## src/rtl/mem_port_bridge_if.sv

```systemverilog
// mem_port_bridge_if
//   Memory-channel bundle between mem_port_bridge and an external memory
//   engine. One read channel and one write channel, each a single-cycle
//   request pulse with address/size (and data for writes), answered by a
//   single-cycle ready pulse (with data for reads).
//   master : the bridge (drives requests, receives ready/rd_data)
//   slave  : the memory engine
interface mem_port_bridge_if #(
  parameter int DATA_WID = 32
);
  logic                rd_req;
  logic [63:0]         rd_addr;
  logic [63:0]         rd_size;
  logic                rd_ready;
  logic [DATA_WID-1:0] rd_data;
  logic                wr_req;
  logic [63:0]         wr_addr;
  logic [63:0]         wr_size;
  logic [DATA_WID-1:0] wr_data;
  logic                wr_ready;

  modport master (
    output rd_req, rd_addr, rd_size,
    input  rd_ready, rd_data,
    output wr_req, wr_addr, wr_size, wr_data,
    input  wr_ready
  );

  modport slave (
    input  rd_req, rd_addr, rd_size,
    output rd_ready, rd_data,
    input  wr_req, wr_addr, wr_size, wr_data,
    output wr_ready
  );
endinterface

```

## src/rtl/mem_port_bridge.sv

```systemverilog
// mem_port_bridge
//   Bridges NUM_PORTS kernel BRAM-style ports onto one serial memory channel.
//   While the kernel runs (kernel_ce=1) every enabled port access is captured;
//   the kernel is then frozen and the captured accesses are issued one at a
//   time in ascending port order. port_q[i] is loaded when a read on port i
//   completes and holds until the next one.
//   Ports:
//     mod_clk, reset          clock, asynchronous active-high reset
//     read_base, write_base   64-bit byte base addresses
//     xfer_size               copied to rd_size / wr_size on each request
//     port_ce/we/addr/d/q     packed kernel ports, port 0 in the LSBs
//     kernel_ce, kernel_done  kernel clock enable / kernel completion flag
//     mem                     memory channel (mem_port_bridge_if.master)
//     done                    one-cycle completion pulse
//     access_count, stall_count  performance counters
//   Build option: define MEM_BRIDGE_STATS_EN to enable the counters;
//   otherwise both read as 0.
module mem_port_bridge #(
  parameter int NUM_PORTS  = 2,
  parameter int ADDR_WID   = 14,
  parameter int DATA_WID   = 32,
  parameter int ADDR_SHIFT = 2
) (
  input  logic                          mod_clk,
  input  logic                          reset,
  input  logic [63:0]                   read_base,
  input  logic [63:0]                   write_base,
  input  logic [63:0]                   xfer_size,
  input  logic [NUM_PORTS-1:0]          port_ce,
  input  logic [NUM_PORTS-1:0]          port_we,
  input  logic [NUM_PORTS*ADDR_WID-1:0] port_addr,
  input  logic [NUM_PORTS*DATA_WID-1:0] port_d,
  output logic [NUM_PORTS*DATA_WID-1:0] port_q,
  output logic                          kernel_ce,
  input  logic                          kernel_done,
  mem_port_bridge_if.master             mem,
  output logic                          done,
  output logic [31:0]                   access_count,
  output logic [31:0]                   stall_count
);
  localparam int SEL_W = (NUM_PORTS > 1) ? $clog2(NUM_PORTS) : 1;

  typedef enum logic [2:0] {ST_RUN, ST_ISSUE, ST_WAIT, ST_FINISH, ST_HALT} state_t;

  state_t                        state_q, state_d;
  logic [NUM_PORTS-1:0]          pending_q, pending_d;
  logic                          done_pend_q, done_pend_d;
  logic [NUM_PORTS-1:0]          we_q, we_d;
  logic [NUM_PORTS*ADDR_WID-1:0] addr_q, addr_d;
  logic [NUM_PORTS*DATA_WID-1:0] dat_q, dat_d;
  logic                          kernel_ce_q, kernel_ce_d;
  logic                          done_q, done_d;
  logic                          rd_req_q, rd_req_d, wr_req_q, wr_req_d;
  logic [63:0]                   rd_addr_q, rd_addr_d, wr_addr_q, wr_addr_d;
  logic [63:0]                   rd_size_q, rd_size_d, wr_size_q, wr_size_d;
  logic [DATA_WID-1:0]           wr_data_q, wr_data_d;
  logic [NUM_PORTS*DATA_WID-1:0] port_q_q, port_q_d;

  // Lowest-index pending port; stays stable from ISSUE through WAIT because
  // pending only changes when that port's transaction completes.
  logic [SEL_W-1:0]     sel;
  logic                 sel_we;
  logic [ADDR_WID-1:0]  sel_addr;
  logic [DATA_WID-1:0]  sel_dat;
  logic [63:0]          sel_off;
  logic                 ready_hit;
  logic [NUM_PORTS-1:0] pend_clr;

  always_comb begin
    sel = '0;
    for (int i = NUM_PORTS - 1; i >= 0; i--) begin
      if (pending_q[i]) sel = SEL_W'(i);
    end
    sel_we    = we_q[sel];
    sel_addr  = addr_q[sel*ADDR_WID +: ADDR_WID];
    sel_dat   = dat_q[sel*DATA_WID +: DATA_WID];
    sel_off   = 64'(sel_addr) << ADDR_SHIFT;
    // Only the ready of the outstanding request's kind counts.
    ready_hit = sel_we ? mem.wr_ready : mem.rd_ready;
    pend_clr  = pending_q;
    pend_clr[sel] = 1'b0;
  end

  // State register
  always_ff @(posedge mod_clk or posedge reset) begin
    if (reset) state_q <= ST_RUN;
    else       state_q <= state_d;
  end

  // Next-state logic
  always_comb begin
    state_d = state_q;
    unique case (state_q)
      ST_RUN: begin
        if (|port_ce)         state_d = ST_ISSUE;
        else if (kernel_done) state_d = ST_FINISH;
      end
      ST_ISSUE: state_d = ST_WAIT;
      ST_WAIT: begin
        if (ready_hit) begin
          if (|pend_clr)        state_d = ST_ISSUE;
          else if (done_pend_q) state_d = ST_FINISH;
          else                  state_d = ST_RUN;
        end
      end
      ST_FINISH: state_d = ST_HALT;
      ST_HALT:   state_d = ST_HALT;
      default:   state_d = ST_RUN;
    endcase
  end

  // Output / datapath logic
  always_comb begin
    pending_d   = pending_q;
    done_pend_d = done_pend_q;
    we_d        = we_q;
    addr_d      = addr_q;
    dat_d       = dat_q;
    rd_req_d    = 1'b0;
    wr_req_d    = 1'b0;
    rd_addr_d   = rd_addr_q;
    wr_addr_d   = wr_addr_q;
    rd_size_d   = rd_size_q;
    wr_size_d   = wr_size_q;
    wr_data_d   = wr_data_q;
    port_q_d    = port_q_q;
    // Registered so the kernel sees the enable for exactly the RUN cycles.
    kernel_ce_d = (state_d == ST_RUN);
    done_d      = (state_d == ST_FINISH);
    unique case (state_q)
      ST_RUN: begin
        pending_d   = port_ce;
        we_d        = port_we;
        addr_d      = port_addr;
        dat_d       = port_d;
        done_pend_d = kernel_done & (|port_ce);
      end
      ST_ISSUE: begin
        if (sel_we) begin
          wr_req_d  = 1'b1;
          wr_addr_d = write_base + sel_off;
          wr_size_d = xfer_size;
          wr_data_d = sel_dat;
        end else begin
          rd_req_d  = 1'b1;
          rd_addr_d = read_base + sel_off;
          rd_size_d = xfer_size;
        end
      end
      ST_WAIT: begin
        if (ready_hit) begin
          pending_d = pend_clr;
          if (!sel_we) port_q_d[sel*DATA_WID +: DATA_WID] = mem.rd_data;
        end
      end
      default: ;
    endcase
  end

  always_ff @(posedge mod_clk or posedge reset) begin
    if (reset) begin
      pending_q   <= '0;
      done_pend_q <= 1'b0;
      kernel_ce_q <= 1'b1;
      done_q      <= 1'b0;
      rd_req_q    <= 1'b0;
      wr_req_q    <= 1'b0;
      rd_addr_q   <= '0;
      wr_addr_q   <= '0;
      rd_size_q   <= '0;
      wr_size_q   <= '0;
      port_q_q    <= '0;
    end else begin
      pending_q   <= pending_d;
      done_pend_q <= done_pend_d;
      kernel_ce_q <= kernel_ce_d;
      done_q      <= done_d;
      rd_req_q    <= rd_req_d;
      wr_req_q    <= wr_req_d;
      rd_addr_q   <= rd_addr_d;
      wr_addr_q   <= wr_addr_d;
      rd_size_q   <= rd_size_d;
      wr_size_q   <= wr_size_d;
      port_q_q    <= port_q_d;
    end
  end

  // Captured port fields are qualified by pending_q, so they need no reset.
  always_ff @(posedge mod_clk) begin
    we_q      <= we_d;
    addr_q    <= addr_d;
    dat_q     <= dat_d;
    wr_data_q <= wr_data_d;
  end

  assign kernel_ce   = kernel_ce_q;
  assign done        = done_q;
  assign port_q      = port_q_q;
  assign mem.rd_req  = rd_req_q;
  assign mem.rd_addr = rd_addr_q;
  assign mem.rd_size = rd_size_q;
  assign mem.wr_req  = wr_req_q;
  assign mem.wr_addr = wr_addr_q;
  assign mem.wr_size = wr_size_q;
  assign mem.wr_data = wr_data_q;

`ifdef MEM_BRIDGE_STATS_EN
  function automatic logic [31:0] sat_inc(input logic [31:0] v);
    return (v == 32'hFFFF_FFFF) ? v : v + 32'd1;
  endfunction

  logic [31:0] access_count_q, access_count_d;
  logic [31:0] stall_count_q, stall_count_d;

  always_comb begin
    access_count_d = access_count_q;
    stall_count_d  = stall_count_q;
    if ((state_q == ST_WAIT) && ready_hit) access_count_d = sat_inc(access_count_q);
    if (!kernel_ce_q && (state_q != ST_HALT)) stall_count_d = sat_inc(stall_count_q);
  end

  always_ff @(posedge mod_clk or posedge reset) begin
    if (reset) begin
      access_count_q <= '0;
      stall_count_q  <= '0;
    end else begin
      access_count_q <= access_count_d;
      stall_count_q  <= stall_count_d;
    end
  end

  assign access_count = access_count_q;
  assign stall_count  = stall_count_q;
`else
  assign access_count = '0;
  assign stall_count  = '0;
`endif
endmodule

```

## src/flat_wrapper.sv

```systemverilog
// flat-port wrapper written by rule: the top's interface ports become plain ports
module mem_port_bridge_flat 
#(
  parameter int NUM_PORTS  = 2,
  parameter int ADDR_WID   = 14,
  parameter int DATA_WID   = 32,
  parameter int ADDR_SHIFT = 2
)
  (mod_clk, reset, read_base, write_base, xfer_size, port_ce, port_we, port_addr, port_d, port_q, kernel_ce, kernel_done, done, access_count, stall_count, mem_rd_req, mem_rd_addr, mem_rd_size, mem_rd_ready, mem_rd_data, mem_wr_req, mem_wr_addr, mem_wr_size, mem_wr_data, mem_wr_ready);
  mem_port_bridge_if #(.DATA_WID(DATA_WID)) mem_i ();
  input  logic mod_clk;
  input  logic reset;
  input  logic [63:0] read_base;
  input  logic [63:0] write_base;
  input  logic [63:0] xfer_size;
  input  logic [NUM_PORTS-1:0] port_ce;
  input  logic [NUM_PORTS-1:0] port_we;
  input  logic [NUM_PORTS*ADDR_WID-1:0] port_addr;
  input  logic [NUM_PORTS*DATA_WID-1:0] port_d;
  output logic [NUM_PORTS*DATA_WID-1:0] port_q;
  output logic kernel_ce;
  input  logic kernel_done;
  output logic done;
  output logic [31:0] access_count;
  output logic [31:0] stall_count;
  output wire logic [$bits(mem_i.rd_req)-1:0] mem_rd_req;
  output wire logic [$bits(mem_i.rd_addr)-1:0] mem_rd_addr;
  output wire logic [$bits(mem_i.rd_size)-1:0] mem_rd_size;
  input wire logic [$bits(mem_i.rd_ready)-1:0] mem_rd_ready;
  input wire logic [$bits(mem_i.rd_data)-1:0] mem_rd_data;
  output wire logic [$bits(mem_i.wr_req)-1:0] mem_wr_req;
  output wire logic [$bits(mem_i.wr_addr)-1:0] mem_wr_addr;
  output wire logic [$bits(mem_i.wr_size)-1:0] mem_wr_size;
  output wire logic [$bits(mem_i.wr_data)-1:0] mem_wr_data;
  input wire logic [$bits(mem_i.wr_ready)-1:0] mem_wr_ready;
  assign mem_rd_req = mem_i.rd_req;
  assign mem_rd_addr = mem_i.rd_addr;
  assign mem_rd_size = mem_i.rd_size;
  assign mem_i.rd_ready = mem_rd_ready;
  assign mem_i.rd_data = mem_rd_data;
  assign mem_wr_req = mem_i.wr_req;
  assign mem_wr_addr = mem_i.wr_addr;
  assign mem_wr_size = mem_i.wr_size;
  assign mem_wr_data = mem_i.wr_data;
  assign mem_i.wr_ready = mem_wr_ready;
  mem_port_bridge #(.NUM_PORTS(NUM_PORTS), .ADDR_WID(ADDR_WID), .DATA_WID(DATA_WID), .ADDR_SHIFT(ADDR_SHIFT)) u_core (.mod_clk(mod_clk), .reset(reset), .read_base(read_base), .write_base(write_base), .xfer_size(xfer_size), .port_ce(port_ce), .port_we(port_we), .port_addr(port_addr), .port_d(port_d), .port_q(port_q), .kernel_ce(kernel_ce), .kernel_done(kernel_done), .mem(mem_i), .done(done), .access_count(access_count), .stall_count(stall_count));
endmodule
```

## config.mk

```make
export PLATFORM = sky130hd
export DESIGN_NAME = mem_port_bridge_flat
export DESIGN_NICKNAME = d
export VERILOG_FILES = /design/src/rtl/mem_port_bridge_if.sv /design/src/rtl/mem_port_bridge.sv /design/src/flat_wrapper.sv
export SDC_FILE = /design/constraint.sdc
export NUM_CORES = 1
export LEC_CHECK = 0
export BUFFER_PORTS_ARGS = -buffer_cell sky130_fd_sc_hd__clkbuf_2
export CAP_MARGIN = 40
export CORE_AREA = 3 3 285 287
export CTS_CLUSTER_DIAMETER = 40
export DETAILED_ROUTE_END_ITERATION = 16
export DIE_AREA = 0 0 288 290
export GPL_TIMING_DRIVEN = 0
export PLACE_DENSITY = 0.58
export SYNTH_ARGS = -nofsm -noshare
export SYNTH_HDL_FRONTEND = slang
export SYNTH_SLANG_ARGS = --single-unit
```

## constraint.sdc

```tcl
create_clock -name mod_clk -period 12.3 [get_ports mod_clk]
set_input_delay 0.615 -clock mod_clk [delete_from_list [all_inputs] [get_ports mod_clk]]
set_output_delay 0.615 -clock mod_clk [all_outputs]
set_load 0.03 [all_outputs]
```

# Word-level counts from Yosys, hierarchy flattened

Index checks and enable logic that the tools add are counted.

Bits of input ports: 325
Bits in latches: 0
Memories: 0
Word-level logic and storage cells: 67
Memory bits (writable): 0
Bits in registers: 456
Output and inout bits: 420
ROM bits: 0

Add/sub/neg operators: 3
Magnitude comparators: 2
Reduce and logical (&&, ||, !) cells: 11
$mul: 1
Equal/unequal tests: 6
Bitwise logic cells: 4
Divide/modulo/power cells: 0
Mux-type cells: 20
Shifts and indexed selects: 4

Operator list:

| kind                                                                          | number |
|---|---|
| 64-bit by 16-bit adder with 64-bit output                                     | 2 |
| 64-bit bitwise mux                                                            | 1 |
| 32-bit by 34-bit variable shift with 64-bit output (first input constant)     | 1 |
| 32-bit by 34-bit variable part select with 64-bit output                      | 1 |
| 64-bit by 7-bit variable part select with 32-bit output                       | 1 |
| 6-bit negation with 34-bit output                                             | 1 |
| 28-bit by 6-bit variable part select with 14-bit output                       | 1 |
| 3-bit two-way mux                                                             | 4 |
| 3-bit one-hot mux with 4 select lines                                         | 1 |
| 1-bit two-way mux                                                             | 10 |
| 3-bit by 2-bit == test with 1-bit output (second input constant)              | 3 |
| 3-bit logical NOT                                                             | 2 |
| 2-bit AND reduction                                                           | 3 |
| 2-bit OR reduction                                                            | 3 |
| 1-bit by 3-bit multiplier with 4-bit output (second input constant)           | 1 |
| 2-bit two-way mux                                                             | 2 |
| 2-bit one-hot mux with 2 select lines                                         | 1 |
| 3-bit by 1-bit == test with 1-bit output (second input constant)              | 1 |
| 3-bit == test (second input constant)                                         | 1 |
| 3-bit AND reduction                                                           | 1 |
| 2-bit bitwise AND                                                             | 1 |
| 1-bit by 2-bit less-than comparator with 1-bit output (second input constant) | 1 |
| 2-bit by 1-bit inequality test with 1-bit output (second input constant)      | 1 |
| 2-bit NOT                                                                     | 1 |
| 6 further kinds                                                               | 6 |

# Longest topological paths before layout

Depth in word-level cells: 13
Depth in mapped cells: 15
Gate-level depth less buffers: 12

# Least setup slack after synthesis

Ideal clock, no wire load.

Path type: reg2reg
Start: register u_core.state_q[1]
End: register u_core.pending_q[0]
Period minus slack after synthesis: 7.900 ns
Cell stages (with the launch flop): 4
Data required time: 12.210 ns
Setup slack: 4.400 ns
Buffers on the path: 1
Data arrival time: 7.810 ns
Path through: dfrtp_1 > clkbuf_1 > nor3_1 > a22o_1

Cells in the longest elaborated chain, start to end: 3
Elaborated cells between the ends (all ways): 6
Those cells by class: eq/ne (2); mux (1); reduce/logical (3)

Ends and longest elaborated chain:

| what                                                                                                    | line                   | text |
|---|---|---|
| start, declared                                                                                         | mem_port_bridge.sv:45  | `state_t state_q, state_d;` |
| start signal, assigned                                                                                  | mem_port_bridge.sv:87  | `else state_q <= state_d;` |
| 3-bit by 2-bit == test with 1-bit output or 3-bit logical NOT (tied branches)                           | mem_port_bridge.sv:130 | `unique case (state_q)` |
| 2-bit by 1-bit inequality test with 1-bit output (no source line) or 2-bit nonzero test (tied branches) | n/a                    |  |
| 2-bit AND reduction (no source line)                                                                    | n/a                    |  |
| end signal, assigned                                                                                    | mem_port_bridge.sv:174 | `pending_q <= pending_d;` |
| end, declared                                                                                           | mem_port_bridge.sv:46  | `logic [NUM_PORTS-1:0] pending_q, pending_d;` |

Parallel ways exist; a longest one is shown, timed or not.
A chain may end at the register's enable or synchronous reset.

# Worst setup path after layout

Start: register u_core.pending_q[0]
End: register u_core.wr_addr_q[48], in the netlist u_core.mem.wr_addr[48]

Cells in the longest elaborated chain, start to end: 4
Elaborated cells between the ends (all ways): 7
Those cells by class: add/sub (1); mul (1); shift (1); mux (3); reduce/logical (1)

Ends and longest elaborated chain:

| what                                                                                         | line                                         | text |
|---|---|---|
| 1-bit two-way mux *                                                                          | mem_port_bridge.sv:72                        | `if (pending_q[i]) sel = SEL_W'(i);` |
| 1-bit by 3-bit multiplier with 4-bit output or 1-bit two-way mux (tied branches)             | mem_port_bridge.sv:75, mem_port_bridge.sv:74 |  |
| 28-bit by 6-bit variable part select with 14-bit output or 1-bit two-way mux (tied branches) | mem_port_bridge.sv:75, mem_port_bridge.sv:74 |  |
| 64-bit by 16-bit adder with 64-bit output or 2-bit AND reduction (tied branches)             | n/a                                          |  |
| end signal, assigned                                                                         | mem_port_bridge.sv:181                       | `wr_addr_q <= wr_addr_d;` |
| end, declared                                                                                | mem_port_bridge.sv:54                        | `logic [63:0] rd_addr_q, rd_addr_d, wr_addr_q, wr_addr_d;` |

Mark *: on every way between the ends. The rest lies on a longest branch, timed or not. The select of a mux whose other input is x is not followed.

==> impl_results.md <==
- Initial Utilization: 26.0%
- Vias per cell: 4.48
- Fin area: 28900 um^2
- Row Count: 103
- Crit share post-route: 46.8%
- DR vias: 17500
- Largest net degree at the start of global routing: 116
- P&R area growth vs syn: 41.1%
- CP required: 12760 ps
- Min Hold Slack: 148 ps
- CP Class: reg2reg
- Buffers on Ports: 679
- Xor/xnor share of the synthesized area: 3.63%
- Slew at the pin closest to its max-slew limit: 866 ps
- Initial DRC count: 903
- Antenna viol nets, final: 0
- H-tree depth: 3
- Clk root buf: clkbuf_16
- EDFF count, synth: 126
- Post-synthesis adder-cell area fraction: 2.03%
- Area taken by flip-flops and latches: 12000 um^2
- Main synth FF type: dfrtp_1
- Avg Cell Area, Syn: 10.7 um^2
- CTS tree: built
- Crit path launch: u_core.pending_q[0]$_DFFE_PP0P_
- Reg2reg start: u_core.pending_q[0]$_DFFE_PP0P_
- Run status: complete, no violations
- Critical path fanouts, max: 10
- IO Pins: 745
- Startpoint Class: register
- # DRC: 0
- CTS sink cnt: 456
- Global placer's final weighted congestion: 0.877
- Post CTS Setup Buffer Count: 0
- Hold WC Path Type: in2reg
- Synth area leaders: dfrtp_1 (40%), edfxtp_1 (18%), nand2_1 (10%)
- Max-cap violations: 0
- Area after DPL: 25800 um^2
- Seq/Total Area, Yosys: 58.8%
- Post-synth top cells: nand2_1 (552), dfrtp_1 (329), edfxtp_1 (126), mux2_2 (110), o21ai_0 (108)
- Antenna violations before repair: 11
- Global-route usage over all layers: 18.5%
- Setup slack, reg-to-reg: 6540 ps
- Die width: 288 um
- Detailed Route WL: 79200 um
- Routed len/inst: 20.3 um
- Final setup viols: 0
- # fillers: 8045
- Critical Path Sink: u_core.mem.wr_addr[48]$_DFFE_PP0P_
- Vias in the first global route: 17800
- Grt ovf: 0
- Core area: 78900 um^2
- FF+latch count, synth: 456
- VDD IR-drop max: 0.151 mV
- Final #Nets: 3140
- Min Tclk post-route: 5760 ps
- Asr flop ratio synth: 72.4%
- Dominant cell by count in the synthesized netlist: nand2_1
- Multi-input logic area: 7800 um^2
- HPWL Detailed: 63200 um
- Clock transition at path regs: 50 ps
- Largest family of logic cells by synthesized area: simple AND/OR/NAND/NOR gates
- Final Hold Viols: 0
- RSZ-0062 raised after global routing: false
- Share of synthesized area spent on multiplexers: 6.34%
- WP data arrival: 6220 ps
- First-pass GRT wire length: 116000 um
- Post-synthesis cell count: 1923
- Post-synthesis simple-gate area fraction: 18.2%
- Max-slew violation count: 0
- Slew headroom: 42.3%
- Setup Skew: 55.6 ps
- Reg-to-reg critical path endpoint: u_core.mem.wr_addr[48]$_DFFE_PP0P_
- Post-synthesis compound-gate area fraction: 6.67%
- Die ar.: 83500 um^2
- Worst setup EP type: register
- Setup TNS: 0 ps
- Share of layout cells above drive strength 1: 37.2%
- Worst reg-to-reg path cell count: 16
- PwrDens: 304 nW/um^2
- CTS Buf Count: 85
- Drt first pass iters: 5
- Netlist Area Pre-Place: 20500 um^2
- Leak: 13.8 nW
- Die span in y: 290 um
- Post-synth top area cell: dfrtp_1
- Yosys cell types: 64
- Post-synth top area share: 40.2%
- Synth warn: 0
- Clock buffer depth: 3
- F_max: 174 MHz
- Clk_lat worst skew: 640 ps
- CTS resizes: 0
critical path, stage by stage, from the launching register on:
cell,delay [ps]
dfrtp_1,410
nand2b_1,190
buf_1,570
clkbuf_1,680
mux2_2,460
ha_1,230
fa_1,430
a211oi_1,350
o21ai_0,240
and3_1,280
o31ai_2,450
buf_6,220
clkbuf_1,500
buf_6,240
nor3_1,70
xnor2_1,160
o21ai_0,90
worst min-delay path by stage:
stage                                        from                                 end  slack, ps  depth (start not counted)
2_1_floorplan         u_core.state_q[2]$_DFF_PP0_         u_core.state_q[0]$_DFF_PP0_        510                          1
3_3_place_gp   u_core.mem.wr_size[38]$_DFFE_PP0P_  u_core.mem.wr_size[38]$_DFFE_PP0P_        460                          2
3_5_place_dp    u_core.mem.rd_size[8]$_DFFE_PP0P_   u_core.mem.rd_size[8]$_DFFE_PP0P_        460                          2
4_1_cts                                port_d[25]          u_core.dat_q[25]$_DFFE_PP_         80                          1
5_1_grt                                 port_d[5]           u_core.dat_q[5]$_DFFE_PP_        100                          1
6_report                               port_d[25]          u_core.dat_q[25]$_DFFE_PP_        150                          1
routing by layer:
metal  global-route usage (%)  wire, um
met1                     21.8     31500
met2                     32.0     39000
met3                     5.75      6640
met4                     5.99      2080
met5                        0        46
per-stage QoR:
| step | utilization, % | cells | power [mW] | worst slack [ps] |
|---|---|---|---|---|
| after floorplan | - | 1986 | 5.00 | 2550 |
| after global placement | 32.3 | 3715 | 6.35 | -2130 |
| after detailed placement | 32.7 | 3745 | 6.42 | 6420 |
| after CTS | 36.7 | 3904 | 8.94 | 6370 |
| after global routing | 36.7 | 3908 | 9.34 | 6130 |
| final | 36.7 | 3908 | 8.80 | 6540 |
cells by family (layout without fill, tap and decap cells):
group | count (synthesis) | in the layout
other cells | 1 | 68
fa+ha+maj | 32 | 32
flops | 456 | 456
simple gates | 832 | 832
compound gates | 228 | 228
xor+xnor | 85 | 85
mux | 116 | 116
buf+inv | 173 | 1041
sequential cells by signal (all words and copies together) (netlist names):
name and count:
u_core.addr_q 28, u_core.dat_q 64, u_core.done 1, u_core.done_pend_q 1, u_core.kernel_ce 1, u_core.mem.rd_addr 64
u_core.mem.rd_req 1, u_core.mem.rd_size 64, u_core.mem.wr_addr 64, u_core.mem.wr_data 32, u_core.mem.wr_req 1, u_core.mem.wr_size 64
u_core.pending_q 2, u_core.port_q 64, u_core.state_q 3, u_core.we_q 2
where the power goes:
| part | switching [mW] | internal [mW] |
|---|---|---|
| Sequential | 0.333 | 2.30 |
| Combinational | 2.60 | 1.09 |
| Clock | 0.895 | 1.58 |
cells in the final DEF, fill, tap and decap left out, types with 13 or more instances in the layout:
cell       netlist  routed
a21o_1          16      16
a21oi_1         25      25
a31oi_1         25      25
and3_1          24      24
buf_4           64      72
clkbuf_1        72      78
clkbuf_16        0      85
clkbuf_2         0     680
conb_1           1      64
dfrtp_1        329     329
edfxtp_1       126     126
ha_1            30      30
inv_1           20      19
mux2_2         110     110
nand2_1        552     552
nand3_1         41      41
nand4_1         21      21
nor2_1          52      52
nor3_1          34      33
nor4_1          15      15
o21ai_0        108     108
o31ai_1         15      14
or3_1           22      22
or4_1           13      13
xnor2_1         65      65
xor2_1          20      20
timing repair:
item                       CTS  global route
setup endpoints to repair    0             0
hold endpoints to repair    25             0
hold buffers                 1             0
layout make-up:
cell class                      instances  area share, %
Tap cell                             1050           4.54
Inverter                               21          0.299
Clock inverter                         59           2.85
Antenna cell                            4         0.0346
Timing Repair Buffer                  710           13.0
Buffer                                152           2.83
Clock buffer                           99           7.78
Sequential cell                       456           41.6
Multi-Input combinational cell       1357           27.0
Power figures use the tool's default switching activity.
